**src/rtl/char_mem_writer_if.sv**
```systemverilog
// Character memory write port: address, data and write enable driven by the writer.
interface char_mem_writer_if #(
    parameter int unsigned ADDR_WIDTH = 5
) ();
    logic [ADDR_WIDTH-1:0] mem_addr;
    logic [7:0]            mem_data;
    logic                  mem_wren;

    modport master (output mem_addr, output mem_data, output mem_wren);
    modport slave  (input  mem_addr, input  mem_data, input  mem_wren);
endinterface

```
**src/rtl/char_mem_writer.sv**
```systemverilog
// Fills the HEX display character memory from switches: validated single writes
// at an auto-incrementing, wrapping pointer, plus a clear sweep that blanks every
// location and rewinds the pointer.
module char_mem_writer #(
    parameter int unsigned ADDR_WIDTH = 5,
    parameter int unsigned DEPTH      = 8,
    parameter logic [7:0]  BLANK      = 8'h00
) (
    input  logic                  Clock,
    input  logic                  Resetn,
    input  logic [7:0]            Data,
    input  logic                  Write,
    input  logic                  Clear,
    char_mem_writer_if.master     mem,
    output logic                  Busy,
    output logic                  Error,
    output logic [ADDR_WIDTH:0]   Level
);

    localparam int unsigned PTR_W = (DEPTH > 1) ? $clog2(DEPTH) : 1;
    localparam int unsigned LVL_W = ADDR_WIDTH + 1;

    typedef enum logic [1:0] {
        S_IDLE  = 2'd0,
        S_WRITE = 2'd1,
        S_CLEAR = 2'd2
    } state_e;

    state_e                state_q, state_d;
    logic                  busy_q, busy_d;
    logic [PTR_W-1:0]      wptr_q, wptr_d;
    logic [PTR_W-1:0]      cptr_q, cptr_d;
    logic [LVL_W-1:0]      level_q, level_d;
    logic                  error_q, error_d;
    logic                  wren_q, wren_d;
    logic [ADDR_WIDTH-1:0] addr_q, addr_d;
    logic [7:0]            data_q, data_d;
    logic                  write_hist_q, clear_hist_q;

    logic                  write_req_c, clear_req_c, code_ok_c, clear_last_c;
    logic [PTR_W-1:0]      cptr_inc_c;

    // Only the eight codes the display reader can decode are accepted.
    function automatic logic is_valid_code(input logic [7:0] code);
        case (code)
            8'd65, 8'd98, 8'd67, 8'd100, 8'd69, 8'd70, 8'd103, 8'd104: is_valid_code = 1'b1;
            default:                                                   is_valid_code = 1'b0;
        endcase
    endfunction

    assign write_req_c  = Write & ~write_hist_q;
    assign clear_req_c  = Clear & ~clear_hist_q;
    assign code_ok_c    = is_valid_code(Data);
    assign clear_last_c = (cptr_q == PTR_W'(DEPTH - 1));
    assign cptr_inc_c   = cptr_q + PTR_W'(1);

    // State register; Busy is registered alongside so it tracks state != IDLE exactly.
    always_ff @(posedge Clock or negedge Resetn) begin
        if (!Resetn) begin
            state_q <= S_IDLE;
            busy_q  <= 1'b0;
        end else begin
            state_q <= state_d;
            busy_q  <= busy_d;
        end
    end

    // Next-state logic; clear wins over a simultaneous write, requests while busy are dropped.
    always_comb begin
        state_d = state_q;
        case (state_q)
            S_IDLE: begin
                if (clear_req_c) begin
                    state_d = S_CLEAR;
                end else if (write_req_c && code_ok_c) begin
                    state_d = S_WRITE;
                end
            end
            S_WRITE: state_d = S_IDLE;
            S_CLEAR: begin
                if (clear_last_c) begin
                    state_d = S_IDLE;
                end
            end
            default: state_d = S_IDLE;
        endcase
        busy_d = (state_d != S_IDLE);
    end

    // Next values for the registered memory port, pointers, level and error flag.
    always_comb begin
        wptr_d  = wptr_q;
        cptr_d  = cptr_q;
        level_d = level_q;
        error_d = error_q;
        wren_d  = 1'b0;
        addr_d  = addr_q;
        data_d  = data_q;
        case (state_q)
            S_IDLE: begin
                if (clear_req_c) begin
                    cptr_d  = '0;
                    error_d = 1'b0;
                    wren_d  = 1'b1;
                    addr_d  = '0;
                    data_d  = BLANK;
                end else if (write_req_c) begin
                    if (code_ok_c) begin
                        wren_d  = 1'b1;
                        addr_d  = ADDR_WIDTH'(wptr_q);
                        data_d  = Data;
                        error_d = 1'b0;
                    end else begin
                        error_d = 1'b1;
                    end
                end
            end
            S_WRITE: begin
                wptr_d = (wptr_q == PTR_W'(DEPTH - 1)) ? '0 : wptr_q + PTR_W'(1);
                if (level_q < LVL_W'(DEPTH)) begin
                    level_d = level_q + LVL_W'(1);
                end
            end
            S_CLEAR: begin
                if (clear_last_c) begin
                    wptr_d  = '0;
                    level_d = '0;
                end else begin
                    cptr_d = cptr_inc_c;
                    wren_d = 1'b1;
                    addr_d = ADDR_WIDTH'(cptr_inc_c);
                    data_d = BLANK;
                end
            end
            default: ;
        endcase
    end

    // Datapath registers; edge-detect history resets high so a level held through reset is ignored.
    always_ff @(posedge Clock or negedge Resetn) begin
        if (!Resetn) begin
            wptr_q       <= '0;
            cptr_q       <= '0;
            level_q      <= '0;
            error_q      <= 1'b0;
            wren_q       <= 1'b0;
            addr_q       <= '0;
            data_q       <= '0;
            write_hist_q <= 1'b1;
            clear_hist_q <= 1'b1;
        end else begin
            wptr_q       <= wptr_d;
            cptr_q       <= cptr_d;
            level_q      <= level_d;
            error_q      <= error_d;
            wren_q       <= wren_d;
            addr_q       <= addr_d;
            data_q       <= data_d;
            write_hist_q <= Write;
            clear_hist_q <= Clear;
        end
    end

    assign mem.mem_addr = addr_q;
    assign mem.mem_data = data_q;
    assign mem.mem_wren = wren_q;
    assign Busy         = busy_q;
    assign Error        = error_q;
    assign Level        = level_q;

endmodule

```
**src/flat_wrapper.sv**
```systemverilog
// flat-port wrapper written by rule: the top's interface ports become plain ports
module char_mem_writer_flat 
#(
    parameter int unsigned ADDR_WIDTH = 5,
    parameter int unsigned DEPTH      = 8,
    parameter logic [7:0]  BLANK      = 8'h00
)
  (Clock, Resetn, Data, Write, Clear, Busy, Error, Level, mem_mem_addr, mem_mem_data, mem_mem_wren);
  char_mem_writer_if #(.ADDR_WIDTH(ADDR_WIDTH)) mem_i ();
  input  logic Clock;
  input  logic Resetn;
  input  logic [7:0] Data;
  input  logic Write;
  input  logic Clear;
  output logic Busy;
  output logic Error;
  output logic [ADDR_WIDTH:0] Level;
  output wire logic [$bits(mem_i.mem_addr)-1:0] mem_mem_addr;
  output wire logic [$bits(mem_i.mem_data)-1:0] mem_mem_data;
  output wire logic [$bits(mem_i.mem_wren)-1:0] mem_mem_wren;
  assign mem_mem_addr = mem_i.mem_addr;
  assign mem_mem_data = mem_i.mem_data;
  assign mem_mem_wren = mem_i.mem_wren;
  char_mem_writer #(.ADDR_WIDTH(ADDR_WIDTH), .DEPTH(DEPTH), .BLANK(BLANK)) u_core (.Clock(Clock), .Resetn(Resetn), .Data(Data), .Write(Write), .Clear(Clear), .mem(mem_i), .Busy(Busy), .Error(Error), .Level(Level));
endmodule
```
**config.mk**
```make
export PLATFORM = sky130hd
export DESIGN_NAME = char_mem_writer_flat
export DESIGN_NICKNAME = d
export VERILOG_FILES = /design/src/rtl/char_mem_writer_if.sv /design/src/rtl/char_mem_writer.sv /design/src/flat_wrapper.sv
export SDC_FILE = /design/constraint.sdc
export NUM_CORES = 1
export LEC_CHECK = 0
export ABC_AREA = 1
export CAP_MARGIN = 20
export CORE_MARGIN = 10
export CORE_UTILIZATION = 33
export CTS_BUF_LIST = sky130_fd_sc_hd__clkbuf_4 sky130_fd_sc_hd__clkbuf_8
export DETAILED_ROUTE_END_ITERATION = 10
export GPL_TIMING_DRIVEN = 0
export PLACE_DENSITY_LB_ADDON = 0.3
export SKIP_LAST_GASP = 1
export SLEW_MARGIN = 20
export SYNTH_ARGS = -nofsm -noshare
export SYNTH_HDL_FRONTEND = slang
export SYNTH_SLANG_ARGS = --single-unit
export TNS_END_PERCENT = 1
```
**constraint.sdc**
```tcl
create_clock -name Clock -period 3 [get_ports Clock]
set_clock_uncertainty 0.05 [all_clocks]
set_input_delay 0.6 -clock Clock [delete_from_list [all_inputs] [get_ports Clock]]
set_output_delay 0.6 -clock Clock [all_outputs]
set_load 0.05 [all_outputs]
```
## After elaboration in Yosys (flattened, before gate mapping)

Index checks and enable logic that the tools add are counted.

| storage, ports and cells | value |
|---|---|
| output and inout bits | 22 |
| input bits | 12 |
| word-level logic and storage cells | 81 |
| register bits | 32 |

| cells by class | value |
|---|---|
| $add $sub $neg | 3 |
| eq/ne operators | 18 |
| multiplexer cells | 32 |
| reduce and logical (&&, ||, !) cells | 12 |
| order comparisons | 1 |
| bitwise operators | 4 |

Operators by type and width:

| kind | count |
|---|---|
| 8-bit by 7-bit equality test with 1-bit output (second input constant) | 8 |
| 8-bit 2-to-1 mux | 4 |
| 5-bit 2-to-1 mux | 4 |
| 8-bit one-hot mux with 2 select lines | 1 |
| 3-bit 2-to-1 mux | 4 |
| 6-bit 2-to-1 mux | 2 |
| 3-bit one-hot mux with 2 select lines | 2 |
| 6-bit one-hot mux with 2 select lines | 1 |
| 5-bit one-hot mux with 2 select lines | 1 |
| 1-bit 2-to-1 mux | 8 |
| 2-bit nonzero test | 4 |
| 8-bit OR reduction | 1 |
| 3-bit by 1-bit adder with 3-bit output (second input constant) | 2 |
| 6-bit by 1-bit adder with 6-bit output (second input constant) | 1 |
| 3-bit equality test (second input constant) | 2 |
| 6-bit by 4-bit < comparator with 1-bit output (second input constant) | 1 |
| 2-bit 2-to-1 mux | 3 |
| 2-bit by 1-bit != test with 1-bit output (second input constant) | 3 |
| 3-bit by 1-bit != test with 1-bit output (second input constant) | 2 |
| 3-bit AND reduction | 2 |
| 2-bit one-hot mux with 2 select lines | 1 |
| 2-bit AND reduction | 2 |
| 4-bit AND reduction | 1 |
| 1-bit AND | 2 |
| 7 further kinds | 8 |

## Depth between registers and ports, before layout

| logic depth | value |
|---|---|
| depth after elaboration | 8 |
| mapped depth | 13 |
| depth with buffers taken out | 13 |

## Worst setup path after synthesis

No wires, ideal clock.

| timing | value |
|---|---|
| path kind | register -> register |
| from | reg u_core.state_q[0] |
| to | reg u_core.data_q[0] (netlist: u_core.mem.mem_data[0]) |
| period minus slack after synthesis | 1.635 ns |
| stages on the path, launching flop included | 12 |
| buffers on the path | 1 |
| data arrival time | 1.519 ns |
| path slack | 1.365 ns |
| setup time | 0.066 ns |
| data required time | 2.884 ns |
| cells stage by stage | dfrtp_1 -> inv_1 -> ha_1 -> inv_2 -> nor2_4 -> inv_2 -> o21ai_2 -> nand2_4 -> nand2_2 -> buf_6 -> nand3_1 -> nand2_1 |

| on the way | value |
|---|---|
| longest elaborated chain between the ends | 3 |
| elaborated cells on any way between the ends | 8 |
| classes of those cells | eq/ne: 4; mux: 1; reduce/logical: 3 |

Ends and longest elaborated chain:

| element | RTL line | RTL |
|---|---|---|
| start: declaration | char_mem_writer.sv:29 | `state_e state_q, state_d;` |
| start signal: assignment | char_mem_writer.sv:63 | `state_q <= state_d;` |
| 2-bit equality test / 2-bit zero test (equally long branches) | char_mem_writer.sv:99 | `case (state_q)` |
| 2-bit != test (no line) (tied with other cells) | - |  |
| 4-bit AND reduction (no line) | - |  |
| end signal: assignment | char_mem_writer.sv:158 | `data_q <= data_d;` |
| end: declaration | char_mem_writer.sv:37 | `logic [7:0] data_q, data_d;` |

Several ways; a longest one is shown, not always the timed one.
A chain may end at the register's enable or synchronous reset.

## Final worst setup path

| timing | value |
|---|---|
| from | reg u_core.level_q[0] (netlist: u_core.Level[0]) |
| to | out Level[0] |

RTL lines:

| element | RTL line | RTL |
|---|---|---|
| start: declaration | char_mem_writer.sv:33 | `logic [LVL_W-1:0] level_q, level_d;` |
| start signal: assignment | char_mem_writer.sv:154 | `level_q <= level_d;` |
| end: declaration | flat_wrapper.sv:17 | `output logic [ADDR_WIDTH:0] Level;` |

No word-level cell between the ends.

==> reports/results.ini <==
[synth]
yosys_warnings = 0
synth_cell_types = 30
syn_inst = 209
synth_area_um2 = 1630
syn_avg_cell_area_um2 = 7.81
synth-seq-area-share = 0.461
ys_ff_latch = 30

[clock_network]
cts.path.max_buffers = 2
clock-root-buffer = clkbuf_8
clock-sinks = 30
numCtsBuffers = 5
ctsHoldBuffers = 0
htree_levels = 2
cts_tree = built
cts_setup_buffers = 0
clk_pin_slew_ns = 0.07
worstSkewPairLatency_ns = 0.28
cts_resized = 0

[worst_setup_path]
rr_startpoint = u_core.state_q[0]
cp.depth = 1
critical-path-top-delay-family = buffers and inverters
cp_max_fo = 6
cp_slowest_cell = clkdlybuf4s50_1
path_buf_inv = 1
path_class = reg2out
critPathArrivalTime_ns = 1.58
reg2reg_slack_ns = 1.11
crit_required_ns = 2.35
worstReg2RegEnd = u_core.mem.mem_data[2]
endpoint_kind = output port
r2r_cells = 11
slowest_delay_ns = 0.84
critPathLaunchType = flop
worstPathCellList = clkdlybuf4s50_1

[hold_path]
hold_class = in2async

[final_layout]
drive_gt1_frac = 0.108
syn_to_final_growth_pct = 29.9
num_antenna_cells = 0
final_common_cell = nand2_1
most-common-layout-cells = nand2_1, inv_1, clkdlybuf4s50_1
fillers = 503
fin_nets = 268

[timing]
finalMaxSlewViolations = 0
hold_violations = 0
fmax_mhz = 449
slew_headroom = 0.549
setup_tns_ns = 0
worst_pin_slew_ns = 0.676
period_needed_ns = 2.23
worst_slack_ns = 0.774
fin_crit_sh = 0.742
finalSetupViolations = 0
rsz0062_at_grt = false

[placed_design]
place_congestion = 0.822
port_buffers = 31
place_hpwl_um = 2670
dp_slack_ns = 0.726

[detailed_routing]
routedWlPerCell_um = 10.9
via_count = 1398
drc = 0
ant_nets = 0
wl_um = 3460
drtIter0Drc = 40
drtPass1Iterations = 4
vias_per_cell = 4.42

[power]
switching_power_w = 0.000964
seqPwrFrac = 0.303
intPower_w = 0.00106
powerDensity_nw_per_um2 = 954
sw_frac_of_total = 0.477
leakage_nw = 1.09
p_clk_frac = 0.167
power.share.combinational = 0.530
max-vdd-ir-drop_mv = 0.481

[floorplanning]
dieArea_um2 = 8160
core_area_um2 = 4750
num_rows = 25
io_pins = 34
initial_core_util = 0.343
die_h_um = 90.3
fp.dieW_um = 90.3

[global_routing]
grt_overflow = 0
first_global_vias = 1428
grt_max_degree = 31
grt_pass1_wl_um = 6130
grt_antenna_before_repair = 0
grt_use_total = 0.0884

[flow_run]
drv_cap = 0

[status]
status = complete, no violations

-- cell usage after synthesis, drive strengths merged --
cell,count,area share
a31oi,1,0.0038
inv,36,0.083
dfstp,2,0.032
conb,1,0.0023
o22ai,1,0.0038
nor3b,2,0.0092
or2,1,0.0038
nor2,20,0.051
a21boi,1,0.0046
a21oi,1,0.0031
nor3,3,0.0092
xor2,1,0.0054
o31ai,4,0.018
a21o,1,0.0046
mux2i,1,0.0061
buf,3,0.016
o21ai,13,0.042
nand2,66,0.16
nand3,13,0.043
ha,8,0.061
nand4,2,0.0077
dfrtp,28,0.43
-- how the worst max path moves through the flow --
| stage | slack, ns | start | to |
|---|---|---|---|
| 3_5_place_dp | 0.73 | Data[0] | u_core.mem.mem_data[2] |
| 5_1_grt | 0.72 | u_core.Level[0] | Level[0] |
| 6_report | 0.77 | u_core.Level[0] | Level[0] |
| 4_1_cts | 0.76 | u_core.Level[0] | Level[0] |
| 3_3_place_gp | 0.68 | Resetn | u_core.state_q[1] |
| 2_1_floorplan | 1.37 | u_core.state_q[0] | u_core.mem.mem_data[0] |
-- sequential cells by signal, indices dropped and copies added (netlist names) --
| signal | count |
|---|---|
| u_core.Busy | 1 |
| u_core.Error | 1 |
| u_core.Level | 6 |
| u_core.clear_hist_q | 1 |
| u_core.cptr_q | 3 |
| u_core.mem.mem_addr | 3 |
| u_core.mem.mem_data | 8 |
| u_core.mem.mem_wren | 1 |
| u_core.state_q | 2 |
| u_core.wptr_q | 3 |
| u_core.write_hist_q | 1 |
-- power groups by stage --
stage	sequential [W]	clock [W]	combinational, W
floorplan	0.000927	0	0.000446
global placement	0.000617	0	0.00108
detailed placement	0.000620	0	0.00109
CTS	0.000615	0.000349	0.00109
global route	0.000631	0.000366	0.00118
finish	0.000614	0.000337	0.00107
-- cell type report --
class | count | area, um2 | area share
well taps | 67 | 83.8 | 0.0395
inverters | 36 | 135 | 0.0637
clock inverters | 2 | 12.5 | 0.00590
plain buffers | 3 | 26.3 | 0.0124
repair buffers | 31 | 305 | 0.144
multi-input cells | 141 | 722 | 0.340
flip-flops and latches | 30 | 753 | 0.355
clock buffers | 6 | 82.6 | 0.0389
-- through the flow --
stage	total power [W]	area [um2]	hold WS [ns]	utilization	cells
final	0.00202	2120	0.301	0.446	316
after global routing	0.00218	2120	0.351	0.446	316
after floorplan	0.00137	1640	0.254	-	210
after detailed placement	0.00171	2030	0.409	0.426	308
after global placement	0.00169	2030	0.404	0.427	308
after CTS	0.00205	2120	0.319	0.446	316
-- per-layer routing --
metal | GRT usage | routed length, um
met1 | 0.0917 | 1600
met2 | 0.152 | 1580
met3 | 0.0391 | 244
met4 | 0.0371 | 36
met5 | 0 | 0
-- kinds of logic after synthesis --
group	Yosys count	share of synthesized area
AOI/OAI and AO/OA	22	0.0805
other	1	0.00230
and+or+nand+nor	107	0.284
DFF	30	0.461
xor gates and xnor gates	1	0.00536
buffers and inverters	39	0.0988
muxes	1	0.00613
adders and majority gates	8	0.0613
No activity file was read; power rests on OpenSTA's default activity.
